--- config.mk ---
export PLATFORM = sky130hd
export DESIGN_NAME = gray_sync_decoder_flat
export DESIGN_NICKNAME = d
export VERILOG_FILES = /design/src/rtl/gray_sync_decoder_pkg.sv /design/src/rtl/gray_sync_decoder_if.sv /design/src/rtl/gray_sync_decoder_gray_to_bin.sv /design/src/rtl/gray_sync_decoder.sv /design/src/flat_wrapper.sv
export SDC_FILE = /design/constraint.sdc
export NUM_CORES = 1
export LEC_CHECK = 0
export BUFFER_PORTS_ARGS = -buffer_cell sky130_fd_sc_hd__buf_2
export CORE_MARGIN = 2
export CORE_UTILIZATION = 41
export DETAILED_ROUTE_END_ITERATION = 7
export RECOVER_POWER = 25
export SETUP_SLACK_MARGIN = 0.3
export SKIP_LAST_GASP = 1
export SLEW_MARGIN = 40
export SYNTH_ARGS = -nofsm -noshare
export SYNTH_HDL_FRONTEND = slang
export SYNTH_SLANG_ARGS = --single-unit
--- constraint.sdc ---
create_clock -name clk -period 6.3 [get_ports clk]
set_input_delay 0.315 -clock clk [delete_from_list [all_inputs] [get_ports clk]]
set_output_delay 0.315 -clock clk [all_outputs]
set_load 0.01 [all_outputs]
--- src/rtl/gray_sync_decoder_pkg.sv ---
// Shared types and constants for the Gray-code synchronizer/decoder.
package gray_sync_decoder_pkg;

  typedef enum logic {
    ST_INIT  = 1'b0,
    ST_TRACK = 1'b1
  } state_t;

  localparam int ERR_CNT_W = 8;
  localparam logic [ERR_CNT_W-1:0] ERR_CNT_MAX = 8'd255;

endpackage

--- src/rtl/gray_sync_decoder_if.sv ---
// Signal bundle between the Gray-code source/consumer and the decoder.
interface gray_sync_decoder_if
  import gray_sync_decoder_pkg::*;
#(
  parameter int WIDTH = 4
);

  logic                 gray_in;
  logic [WIDTH-1:0]     gray_in_w;
  logic                 clr_err;
  logic                 valid;
  logic [WIDTH-1:0]     gray_sync;
  logic [WIDTH-1:0]     bin_out;
  logic                 changed;
  logic [WIDTH-1:0]     delta;
  logic                 step_err;
  logic [ERR_CNT_W-1:0] err_count;

  // Driver side: supplies the Gray value and the error-count clear.
  modport master (
    output gray_in_w, clr_err,
    input  valid, gray_sync, bin_out, changed, delta, step_err, err_count
  );

  // Decoder side.
  modport slave (
    input  gray_in_w, clr_err,
    output valid, gray_sync, bin_out, changed, delta, step_err, err_count
  );

endinterface

--- src/rtl/gray_sync_decoder_gray_to_bin.sv ---
// Pure combinational Gray-to-binary decode: each binary bit is the XOR of
// all Gray bits at and above its position.
module gray_sync_decoder_gray_to_bin #(
  parameter int WIDTH = 4
) (
  input  logic [WIDTH-1:0] gray,
  output logic [WIDTH-1:0] bin
);

  // One reduction XOR per output bit keeps the decode free of bit-to-bit loops.
  for (genvar i = 0; i < WIDTH; i++) begin : g_bit
    assign bin[i] = ^gray[WIDTH-1:i];
  end

endmodule

--- src/rtl/gray_sync_decoder.sv ---
// Synchronizes an asynchronous Gray-coded value into clk, decodes it to
// binary and reports per-sample change, signed step and illegal jumps.
//
// state    | meaning
// ST_INIT  | priming the synchronizer after reset; step outputs forced to 0
// ST_TRACK | outputs valid; changes, deltas and step errors are reported
module gray_sync_decoder
  import gray_sync_decoder_pkg::*;
#(
  parameter int WIDTH       = 4,
  parameter int SYNC_STAGES = 2
) (
  input logic clk,
  input logic rst,
  gray_sync_decoder_if.slave bus
);

  localparam int PRIME_W = $clog2(SYNC_STAGES + 1);

  logic [WIDTH-1:0]     sync_q [SYNC_STAGES];
  logic [WIDTH-1:0]     gray_prev;
  logic [WIDTH-1:0]     bin_new;
  logic [WIDTH-1:0]     bin_prev;
  logic [WIDTH-1:0]     bin_q;
  logic                 is_changed;
  logic                 is_multi;
  state_t               state;
  logic [PRIME_W-1:0]   prime_cnt;
  logic                 valid_q;
  logic                 changed_q;
  logic [WIDTH-1:0]     delta_q;
  logic                 step_err_q;
  logic [ERR_CNT_W-1:0] err_cnt_q;

  gray_sync_decoder_gray_to_bin #(.WIDTH(WIDTH)) u_dec_new (
    .gray (sync_q[SYNC_STAGES-1]),
    .bin  (bin_new)
  );

  gray_sync_decoder_gray_to_bin #(.WIDTH(WIDTH)) u_dec_prev (
    .gray (gray_prev),
    .bin  (bin_prev)
  );

  // Sample-to-sample comparison; more than one flipped bit is an illegal Gray step.
  always_comb begin
    is_changed = (sync_q[SYNC_STAGES-1] != gray_prev);
    is_multi   = ($countones(sync_q[SYNC_STAGES-1] ^ gray_prev) > 1);
  end

  // Synchronizer chain, previous-sample register and binary output.
  always_ff @(posedge clk) begin
    if (rst) begin
      for (int i = 0; i < SYNC_STAGES; i++) sync_q[i] <= '0;
      gray_prev <= '0;
      bin_q     <= '0;
    end else begin
      sync_q[0] <= bus.gray_in_w;
      for (int i = 1; i < SYNC_STAGES; i++) sync_q[i] <= sync_q[i-1];
      gray_prev <= sync_q[SYNC_STAGES-1];
      bin_q     <= bin_new;
    end
  end

  // Control FSM: primes the chain after reset, then tracks and counts errors.
  always_ff @(posedge clk) begin
    if (rst) begin
      state      <= ST_INIT;
      prime_cnt  <= '0;
      valid_q    <= 1'b0;
      changed_q  <= 1'b0;
      delta_q    <= '0;
      step_err_q <= 1'b0;
      err_cnt_q  <= '0;
    end else begin
      case (state)
        ST_INIT: begin
          valid_q    <= 1'b0;
          changed_q  <= 1'b0;
          delta_q    <= '0;
          step_err_q <= 1'b0;
          if (prime_cnt == PRIME_W'(SYNC_STAGES)) state <= ST_TRACK;
          else prime_cnt <= prime_cnt + 1'b1;
        end
        ST_TRACK: begin
          valid_q    <= 1'b1;
          changed_q  <= is_changed;
          delta_q    <= is_changed ? (bin_new - bin_prev) : '0;
          step_err_q <= is_multi;
          // A clear coinciding with an error leaves that error counted.
          if (bus.clr_err) err_cnt_q <= is_multi ? ERR_CNT_W'(1) : '0;
          else if (is_multi && (err_cnt_q != ERR_CNT_MAX)) err_cnt_q <= err_cnt_q + 1'b1;
        end
        default: state <= ST_INIT;
      endcase
    end
  end

  assign bus.valid     = valid_q;
  assign bus.gray_sync = sync_q[SYNC_STAGES-1];
  assign bus.bin_out   = bin_q;
  assign bus.changed   = changed_q;
  assign bus.delta     = delta_q;
  assign bus.step_err  = step_err_q;
  assign bus.err_count = err_cnt_q;

endmodule

--- src/flat_wrapper.sv ---
// flat-port wrapper written by rule: the top's interface ports become plain ports
module gray_sync_decoder_flat import gray_sync_decoder_pkg::*;
#(
  parameter int WIDTH       = 4,
  parameter int SYNC_STAGES = 2
)
  (clk, rst, bus_gray_in_w, bus_clr_err, bus_valid, bus_gray_sync, bus_bin_out, bus_changed, bus_delta, bus_step_err, bus_err_count);
  gray_sync_decoder_if #(.WIDTH(WIDTH)) bus_i ();
  input logic clk;
  input logic rst;
  input wire logic [$bits(bus_i.gray_in_w)-1:0] bus_gray_in_w;
  input wire logic [$bits(bus_i.clr_err)-1:0] bus_clr_err;
  output wire logic [$bits(bus_i.valid)-1:0] bus_valid;
  output wire logic [$bits(bus_i.gray_sync)-1:0] bus_gray_sync;
  output wire logic [$bits(bus_i.bin_out)-1:0] bus_bin_out;
  output wire logic [$bits(bus_i.changed)-1:0] bus_changed;
  output wire logic [$bits(bus_i.delta)-1:0] bus_delta;
  output wire logic [$bits(bus_i.step_err)-1:0] bus_step_err;
  output wire logic [$bits(bus_i.err_count)-1:0] bus_err_count;
  assign bus_i.gray_in_w = bus_gray_in_w;
  assign bus_i.clr_err = bus_clr_err;
  assign bus_valid = bus_i.valid;
  assign bus_gray_sync = bus_i.gray_sync;
  assign bus_bin_out = bus_i.bin_out;
  assign bus_changed = bus_i.changed;
  assign bus_delta = bus_i.delta;
  assign bus_step_err = bus_i.step_err;
  assign bus_err_count = bus_i.err_count;
  gray_sync_decoder #(.WIDTH(WIDTH), .SYNC_STAGES(SYNC_STAGES)) u_core (.clk(clk), .rst(rst), .bus(bus_i));
endmodule
==> results of run 1 <==
## state kept, by name, summed over array words and instances (netlist names)
signal,cells
u_core.bus.valid,1
u_core.bus.changed,1
u_core.sync_q,8
u_core.bus.bin_out,4
u_core.bus.delta,4
u_core.prime_cnt,2
u_core.state,1
u_core.bus.step_err,1
u_core.gray_prev,3
u_core.bus.err_count,8
## power by group through the flow
stage | registers (mW) | clock network [mW] | logic, mW
2_1_floorplan | 0.237 | 0 | 0.0576
3_3_place_gp | 0.239 | 0 | 0.0668
3_5_place_dp | 0.241 | 0 | 0.0717
4_1_cts | 0.236 | 0.157 | 0.0726
5_1_grt | 0.237 | 0.168 | 0.0845
6_report | 0.235 | 0.151 | 0.0713
## worst max-delay path: stages (launching register included)
cell	delay (ps)
dfxtp_1	390
xor2_1	270
inv_1	80
ha_1	260
and2_1	170
fa_1	540
o211a_1	240
o211ai_1	120
and4bb_2	230
or3_1	360
## per-stage QoR
stage | cells | total power [mW] | cell area, µm² | utilization | worst slack [ps]
2_1_floorplan | 155 | 0.2946 | 1539 | - | 3703
4_1_cts | 231 | 0.4653 | 1763 | 0.4852 | 3526
6_report | 231 | 0.4580 | 1762 | 0.4848 | 3531
3_3_place_gp | 223 | 0.3058 | 1677 | 0.4614 | 3616
5_1_grt | 231 | 0.4898 | 1762 | 0.4848 | 3366
3_5_place_dp | 223 | 0.3123 | 1677 | 0.4614 | 3538
## logic make-up (layout without fill, tap and decap cells)
| group | count (synthesis) | after routing |
|---|---|---|
| compound gates | 16 | 16 |
| simple gates | 63 | 63 |
| fa+ha+maj | 11 | 11 |
| mux | 2 | 2 |
| buf+inv | 18 | 46 |
| flops | 33 | 33 |
| xor+xnor | 12 | 12 |
## metal layers
metal / routed length (µm) / part of all wire / vias up / track usage
met3: 129 / 0.048 / 6 / 0.04623
met2: 1346 / 0.51 / 23 / 0.2577
met5: 0 / 0 / - / 0
met1: 1131 / 0.42 / 510 / 0.1719
li1: - / - / 564 / -
met4: 59 / 0.022 / 0 / 0.07813
## synthesized netlist by cell type
master	count	area share
and2_1	2	0.0081
nand4_4	1	0.014
clkbuf_1	1	0.0024
a211oi_1	1	0.0049
and3_1	1	0.0041
nor2_1	14	0.034
or2b_1	1	0.0049
nand3b_1	1	0.0049
o21ai_0	4	0.013
o21ba_2	1	0.0065
buf_6	1	0.0073
mux2i_1	2	0.013
or3b_1	1	0.0057
buf_4	7	0.034
xnor2_1	6	0.034
or3_1	2	0.0081
nor4_1	1	0.0041
nand3_2	1	0.0065
a31oi_1	2	0.0081
nor2b_1	18	0.073
inv_1	9	0.022
nor4b_1	2	0.011
nand3b_4	1	0.013
nor3b_1	2	0.0098
nand2b_1	3	0.012
o211a_1	1	0.0065
fa_1	2	0.026
and2b_1	1	0.0049
nand2_1	5	0.012
a21oi_1	4	0.013
nor3_1	1	0.0032
o211ai_1	2	0.0098
o21a_1	1	0.0049
or4_1	1	0.0049
nand4_1	1	0.0041
ha_1	9	0.073
dfxtp_1	33	0.43
and4bb_2	1	0.0081
nand3_1	2	0.0065
xor2_1	6	0.034
## worst paths after layout
kind	cells past startpoint	slack [ps]	endpoint	startpoint
min	2	240	u_core.sync_q[0][3]	bus_gray_in_w[3]
max	9	3530	u_core.bus.err_count[3]	u_core.sync_q[0][7]
max reg2reg	9	3530	u_core.bus.err_count[3]	u_core.sync_q[0][7]
min reg2reg	1	450	u_core.sync_q[0][5]	u_core.sync_q[0][1]
## cell type report
| type | instances | area, µm² |
|---|---|---|
| clock inverter | 3 | 17.52 |
| timing repair buffer | 29 | 143.9 |
| sequential | 33 | 660.6 |
| fill | 374 | 1872 |
| multi-input combinational | 104 | 777.0 |
| clock buffer | 5 | 68.82 |
| tap | 48 | 60.06 |
| inverter | 9 | 33.78 |
==> impl_results.html, run 1 <==
<table>
<tr><th>Metric</th><th>Value</th></tr>
<tr><th colspan="2">Outcome</th></tr>
<tr><td>Outcome</td><td>completed</td></tr>
<tr><th colspan="2">Critical path</th></tr>
<tr><td>Required time of the worst setup path</td><td>between 6000 and 7000 ps</td></tr>
<tr><td>Crit Path Category</td><td>flop to flop</td></tr>
<tr><td>CP Launch Type</td><td>flop</td></tr>
<tr><td>Arrival time of data at the critical path endpoint</td><td>about 2900 ps</td></tr>
<tr><td>Sort of element at the end of the critical path</td><td>flop</td></tr>
<tr><td>Highest fanout seen on the critical path</td><td>4</td></tr>
<tr><th colspan="2">Yosys</th></tr>
<tr><td>Multiplexer share of the synthesized area</td><td>0.01301</td></tr>
<tr><td>Post-synthesis share of cell area spent on full adders, half adders and majority gates</td><td>0.09919</td></tr>
<tr><td>Syn. warnings</td><td>0</td></tr>
<tr><td>Number of register bits inferred by synthesis</td><td>33</td></tr>
<tr><td>Number of unique standard cell types used by synthesis</td><td>40</td></tr>
<tr><td>Share of the synthesized netlist area taken by xor and xnor gates</td><td>0.06829</td></tr>
<tr><td>Simple-gate share of the synthesized area</td><td>0.2577</td></tr>
<tr><td>Post-synthesis sequential area ratio</td><td>0.4293</td></tr>
<tr><td>Largest family of logic cells by synthesized area</td><td>simple AND/OR/NAND/NOR gates</td></tr>
<tr><td>Post-synth net total</td><td>roughly 170</td></tr>
<tr><td>Synth Area in Compound Gates</td><td>0.06667</td></tr>
<tr><td>Synthesized cell area</td><td>approximately 1500 µm²</td></tr>
<tr><td>Post-synthesis average cell area</td><td>between 9 and 10 µm²</td></tr>
<tr><td>Gate Count Post-Synth</td><td>between 150 and 200</td></tr>
<tr><th colspan="2">Detailed routing</th></tr>
<tr><td>Via density</td><td>4.775</td></tr>
<tr><td>Antenna Violating Nets Remaining</td><td>0</td></tr>
<tr><td>Total detailed-routing wirelength</td><td>around 2700 µm</td></tr>
<tr><td>DRC viols</td><td>0</td></tr>
<tr><td>Vias post-DR</td><td>approximately 1100</td></tr>
<tr><td>DRT Pass-1 Iters</td><td>4</td></tr>
<tr><td>Detailed-route wire length per cell</td><td>around 12 µm</td></tr>
<tr><td>First DRT Iteration DRCs</td><td>56</td></tr>
<tr><th colspan="2">Power</th></tr>
<tr><td>Areal power density over the cells</td><td>~260 nW/µm²</td></tr>
<tr><td>Internal cell power</td><td>around 330 µW</td></tr>
<tr><td>Maximum resistive drop on vdd</td><td>0.1691 mV</td></tr>
<tr><td>NetSw</td><td>126.3 µW</td></tr>
<tr><td>Combinational share of power</td><td>0.156</td></tr>
<tr><td>Static leakage power</td><td>0.8363 nW</td></tr>
<tr><td>Fraction of power spent switching nets</td><td>0.2757</td></tr>
<tr><td>Sequential group share of total power</td><td>0.514</td></tr>
<tr><td>Part of the total power dissipated in the clock network</td><td>0.331</td></tr>
<tr><th colspan="2">CTS</th></tr>
<tr><td>Postcts setup bufs</td><td>0</td></tr>
<tr><td>Clock latency of the later-clocked register in the worst-skew pair</td><td>~280 ps</td></tr>
<tr><td>Clock-pin transition on the worst setup and hold timing paths</td><td>approximately 70 ps</td></tr>
<tr><td>Number of clock buffers inserted by TritonCTS</td><td>5</td></tr>
<tr><td>Quantity of hold-fixing buffers added after cts</td><td>0</td></tr>
<tr><td>TritonCTS clock tree</td><td>built</td></tr>
<tr><td>Clk Tree Root Cell</td><td>clkbuf_8</td></tr>
<tr><td>CTS sink count</td><td>33</td></tr>
<tr><td>Largest buffer count on any clock path</td><td>2</td></tr>
<tr><td>CTS HTree Levels</td><td>2</td></tr>
<tr><td>Number of gates resized after cts</td><td>0</td></tr>
<tr><th colspan="2">Cells and area</th></tr>
<tr><td>Layout cell share with drive strength beyond 1</td><td>0.2240</td></tr>
<tr><td>Count of inserted antenna diode cells</td><td>0</td></tr>
<tr><td>Commonest non-fill, non-tap cells in the layout</td><td>dfxtp_1 (33), buf_2 (28), nor2b_1 (18), nor2_1 (14)</td></tr>
<tr><td>Most frequent standard cell in the layout excluding fill and tap cells</td><td>dfxtp_1</td></tr>
<tr><td>Final net count</td><td>200</td></tr>
<tr><td>Area growth syn-to-layout</td><td>14.47%</td></tr>
<tr><th colspan="2">Timing</th></tr>
<tr><td>F_max</td><td>approximately 360 MHz</td></tr>
<tr><td>Slew at the pin closest to its max-slew limit</td><td>1210 ps</td></tr>
<tr><td>Hold Slack</td><td>236.5 ps</td></tr>
<tr><td>Total negative setup slack</td><td>0 ps</td></tr>
<tr><td>Clock Skew</td><td>between 2 and 3 ps</td></tr>
<tr><td>Share of the cycle needed by the critical path after routing</td><td>0.4396</td></tr>
<tr><td>Worst slew margin</td><td>0.1934</td></tr>
<tr><td>Max-slew violation count</td><td>0</td></tr>
<tr><td>RSZ-0062 raised after global routing</td><td>false</td></tr>
<tr><td>Final count of hold timing violations</td><td>0</td></tr>
<tr><td>Number of setup violations in the final report</td><td>0</td></tr>
<tr><td>Crit path time final</td><td>roughly 2800 ps</td></tr>
<tr><th colspan="2">Floorplanning</th></tr>
<tr><td>Full die area</td><td>between 4000 and 5000 µm²</td></tr>
<tr><td>Ports</td><td>30</td></tr>
<tr><td>Initial Utilization</td><td>0.4236</td></tr>
<tr><td>Rows</td><td>22</td></tr>
<tr><td>Height of the die</td><td>~65 µm</td></tr>
<tr><td>Floorplan Core Area</td><td>roughly 3600 µm²</td></tr>
<tr><td>Chip Width</td><td>approximately 65 µm</td></tr>
<tr><th colspan="2">Placed design</th></tr>
<tr><td>Count of buffers inserted at the top-level ports</td><td>29</td></tr>
<tr><td>Final HPWL from detailed placement</td><td>between 2000 and 2500 µm</td></tr>
<tr><td>Routability Congestion</td><td>about 0.74</td></tr>
<tr><th colspan="2">GRT</th></tr>
<tr><td>Total overflow reported by the global router</td><td>0</td></tr>
<tr><td>Antenna violations before repair</td><td>0</td></tr>
<tr><td>Wire length of the first global-routing pass</td><td>slightly below 5000 µm</td></tr>
<tr><td>Total routing usage reported by global routing</td><td>0.1521</td></tr>
<tr><td>Vias in the first global route</td><td>approximately 1100</td></tr>
<tr><td>Pin count of the biggest net entering global routing</td><td>30</td></tr>
<tr><th colspan="2">Worst hold path</th></tr>
<tr><td>Worst hold-check path type</td><td>input port to flop</td></tr>
<tr><th colspan="2">Run</th></tr>
<tr><td>Number of maximum-capacitance violations</td><td>0</td></tr>
</table>
(Power assumes the default switching activity.)
==> run 2: changes to the inputs <==
==> constraint.sdc (replaced) <==
create_clock -name clk -period 2.6 [get_ports clk]
set_input_delay 0.13 -clock clk [delete_from_list [all_inputs] [get_ports clk]]
set_output_delay 0.13 -clock clk [all_outputs]
set_load 0.01 [all_outputs]
==> run 2 against run 1 <==
  * Global-route usage shrank 1.0 points
  * Maximum frequency rose by 11%
  * Largest cell class unchanged
  * Critical endpoint unchanged
  * Non-clock buffer count rose by 5
  * Via count rose by 2.0%
  * Sequential cell count unchanged
  * Final cell count is 2.2% higher
  * Clock-buffer cell count is 2 higher
  * Critical path depth stayed put
==> impl_results.html, run 2 (synthesis results as in run 1) <==
<table>
<tr><th>Metric</th><th>Value</th></tr>
<tr><th colspan="2">Detailed routing</th></tr>
<tr><td>First DRT Iteration DRCs</td><td>27 (was 56)</td></tr>
<tr><td>DRC viols</td><td>0 (unchanged)</td></tr>
<tr><td>Antenna Violating Nets Remaining</td><td>0 (unchanged)</td></tr>
<tr><td>Total detailed-routing wirelength</td><td>2655 µm (was 2665 µm)</td></tr>
<tr><td>Via density</td><td>4.767 (was 4.775)</td></tr>
<tr><td>Vias post-DR</td><td>1125 (was 1103)</td></tr>
<tr><td>DRT Pass-1 Iters</td><td>4 (unchanged)</td></tr>
<tr><td>Detailed-route wire length per cell</td><td>11.25 µm (was 11.54 µm)</td></tr>
<tr><th colspan="2">Placed design</th></tr>
<tr><td>Count of buffers inserted at the top-level ports</td><td>29 (unchanged)</td></tr>
<tr><td>Final HPWL from detailed placement</td><td>1969 µm (was 2012 µm)</td></tr>
<tr><td>Routability Congestion</td><td>0.7862 (was 0.7355)</td></tr>
<tr><td>DP Area</td><td>1705 µm² (was 1677 µm²)</td></tr>
<tr><th colspan="2">GRT</th></tr>
<tr><td>Pin count of the biggest net entering global routing</td><td>30 (unchanged)</td></tr>
<tr><td>Antenna violations before repair</td><td>0 (unchanged)</td></tr>
<tr><td>Total routing usage reported by global routing</td><td>0.1417 (was 0.1521)</td></tr>
<tr><td>Total overflow reported by the global router</td><td>0 (unchanged)</td></tr>
<tr><td>Wire length of the first global-routing pass</td><td>4595 µm (was 4912 µm)</td></tr>
<tr><td>Vias in the first global route</td><td>1052 (was 1119)</td></tr>
<tr><th colspan="2">Floorplanning</th></tr>
<tr><td>Rows</td><td>22 (unchanged)</td></tr>
<tr><td>Initial Utilization</td><td>0.4236 (unchanged)</td></tr>
<tr><td>Height of the die</td><td>65.27 µm (unchanged)</td></tr>
<tr><td>Full die area</td><td>4260 µm² (unchanged)</td></tr>
<tr><td>Chip Width</td><td>65.27 µm (unchanged)</td></tr>
<tr><td>Ports</td><td>30 (unchanged)</td></tr>
<tr><td>Floorplan Core Area</td><td>3633 µm² (unchanged)</td></tr>
<tr><th colspan="2">Power</th></tr>
<tr><td>Static leakage power</td><td>0.8883 nW (was 0.8363 nW)</td></tr>
<tr><td>Areal power density over the cells</td><td>648.9 nW/µm² (was 260.0 nW/µm²)</td></tr>
<tr><td>Maximum resistive drop on vdd</td><td>0.4565 mV (was 0.1691 mV)</td></tr>
<tr><th colspan="2">Timing</th></tr>
<tr><td>Max-slew violation count</td><td>0 (unchanged)</td></tr>
<tr><td>Hold Slack</td><td>67.30 ps (was 236.5 ps)</td></tr>
<tr><td>Slew at the pin closest to its max-slew limit</td><td>1198 ps (was 1210 ps)</td></tr>
<tr><td>Crit path time final</td><td>2496 ps (was 2769 ps)</td></tr>
<tr><td>Share of the cycle needed by the critical path after routing</td><td>0.9599 (was 0.4396)</td></tr>
<tr><td>Total negative setup slack</td><td>0 ps (unchanged)</td></tr>
<tr><td>Clock Skew</td><td>7.268 ps (was 2.967 ps)</td></tr>
<tr><td>Worst slew margin</td><td>0.2016 (was 0.1934)</td></tr>
<tr><td>RSZ-0062 raised after global routing</td><td>true (was false)</td></tr>
<tr><td>F_max</td><td>400.7 MHz (was 361.1 MHz)</td></tr>
<tr><td>Number of setup violations in the final report</td><td>0 (unchanged)</td></tr>
<tr><td>Final count of hold timing violations</td><td>0 (unchanged)</td></tr>
<tr><th colspan="2">Worst hold path</th></tr>
<tr><td>Number of cells on the worst hold path</td><td>2 (unchanged)</td></tr>
<tr><td>Worst hold-check path type</td><td>input port to flop (unchanged)</td></tr>
<tr><th colspan="2">Cells and area</th></tr>
<tr><td>Post-layout instance area</td><td>1894 µm² (was 1762 µm²)</td></tr>
<tr><td>Commonest non-fill, non-tap cells in the layout</td><td>dfxtp_1 (27), buf_2 (26), nor2b_1 (18), nor2_1 (13) (was dfxtp_1 (33), buf_2 (28), nor2b_1 (18), nor2_1 (14))</td></tr>
<tr><td>Layout cell share with drive strength beyond 1</td><td>0.3032 (was 0.2240)</td></tr>
<tr><td>Area growth syn-to-layout</td><td>23.09% (was 14.47%)</td></tr>
<tr><td>Final net count</td><td>205 (was 200)</td></tr>
<tr><td>Count of inserted antenna diode cells</td><td>0 (unchanged)</td></tr>
<tr><td>Most frequent standard cell in the layout excluding fill and tap cells</td><td>dfxtp_1 (unchanged)</td></tr>
<tr><th colspan="2">Critical path</th></tr>
<tr><td>Crit Path Category</td><td>flop to flop (unchanged)</td></tr>
<tr><td>Cell count of the worst reg-to-reg path</td><td>9 (unchanged)</td></tr>
<tr><td>CP Launch Type</td><td>flop (unchanged)</td></tr>
<tr><td>Highest fanout seen on the critical path</td><td>4 (unchanged)</td></tr>
<tr><td>Arrival time of data at the critical path endpoint</td><td>2650 ps (was 2940 ps)</td></tr>
<tr><td>Required time of the worst setup path</td><td>2750 ps (was 6470 ps)</td></tr>
<tr><td>Sort of element at the end of the critical path</td><td>flop (unchanged)</td></tr>
<tr><th colspan="2">CTS</th></tr>
<tr><td>Quantity of hold-fixing buffers added after cts</td><td>0 (unchanged)</td></tr>
<tr><td>Clk Tree Root Cell</td><td>clkbuf_8 (unchanged)</td></tr>
<tr><td>CTS sink count</td><td>33 (unchanged)</td></tr>
<tr><td>TritonCTS clock tree</td><td>built (unchanged)</td></tr>
<tr><td>Number of clock buffers inserted by TritonCTS</td><td>5 (unchanged)</td></tr>
<tr><td>Largest buffer count on any clock path</td><td>2 (unchanged)</td></tr>
<tr><td>Clock latency of the later-clocked register in the worst-skew pair</td><td>270 ps (was 280 ps)</td></tr>
<tr><td>Clock-pin transition on the worst setup and hold timing paths</td><td>70 ps (about the same)</td></tr>
<tr><td>CTS HTree Levels</td><td>2 (unchanged)</td></tr>
<tr><th colspan="2">Outcome</th></tr>
<tr><td>Outcome</td><td>completed (unchanged)</td></tr>
<tr><th colspan="2">Run</th></tr>
<tr><td>Number of maximum-capacitance violations</td><td>0 (unchanged)</td></tr>
</table>
## run 2: through the flow
step,utilization,cells,power [mW],setup slack [ps]
floorplan,-,155,0.7170,137.6
global placement,0.4694,224,0.7462,120.4
detailed placement,0.4694,224,0.7573,26.86
CTS,0.5189,236,1.246,104.0
global route,0.5214,236,1.318,10.47
finish,0.5214,236,1.229,104.4
## run 2: worst paths after layout
check | from | end | slack (ps)
setup / recovery | u_core.sync_q[0][5] | u_core.bus.err_count[3] | 100
hold / removal | bus_gray_in_w[1] | u_core.sync_q[0][1] | 70
setup reg to reg | u_core.sync_q[0][5] | u_core.bus.err_count[3] | 100
hold reg to reg | u_core.sync_q[0][3] | u_core.sync_q[0][7] | 430
## run 2: timing repair
| item | 4_1_cts | 5_1_grt |
|---|---|---|
| gates resized for setup | 8 | 3 |
| buffers inserted | 4 | 0 |
| endpoints found under the setup margin | 7 | 11 |
| pin swaps | 8 | 1 |
## run 2: layer usage
| metal | up-vias | wire length [µm] | track usage | part of all wire |
|---|---|---|---|---|
| met4 | 0 | 0 | 0.03125 | 0 |
| li1 | 572 | - | - | - |
| met3 | 0 | 99 | 0.06678 | 0.037 |
| met2 | 16 | 1356 | 0.2423 | 0.51 |
| met5 | - | 0 | 0 | 0 |
| met1 | 537 | 1199 | 0.1606 | 0.45 |
## run 2: critical path: stages, from the launching register on
cell and delay, ps:
dfxtp_4 370, xor2_2 160, inv_1 60, ha_1 260
and2_4 160, fa_1 510, o211a_1 210, o211ai_1 120
and4bb_2 240, or3_1 290
## run 2: layout make-up
| cell class | count | area (µm²) |
|---|---|---|
| well taps | 48 | 60.06 |
| flip-flops and latches | 33 | 673.1 |
| clock inverters | 1 | 30.03 |
| repair buffers | 34 | 178.9 |
| multi-input cells | 104 | 832.0 |
| inverters | 9 | 33.78 |
| clock buffers | 7 | 86.33 |
| fillers | 366 | 1739 |
## run 2: power breakdown
group          total [mW]  internal (mW)  switching [mW]
registers           0.571          0.542          0.0285
clock network       0.475          0.312           0.163
logic               0.184         0.0867          0.0970
total                1.23          0.941           0.288
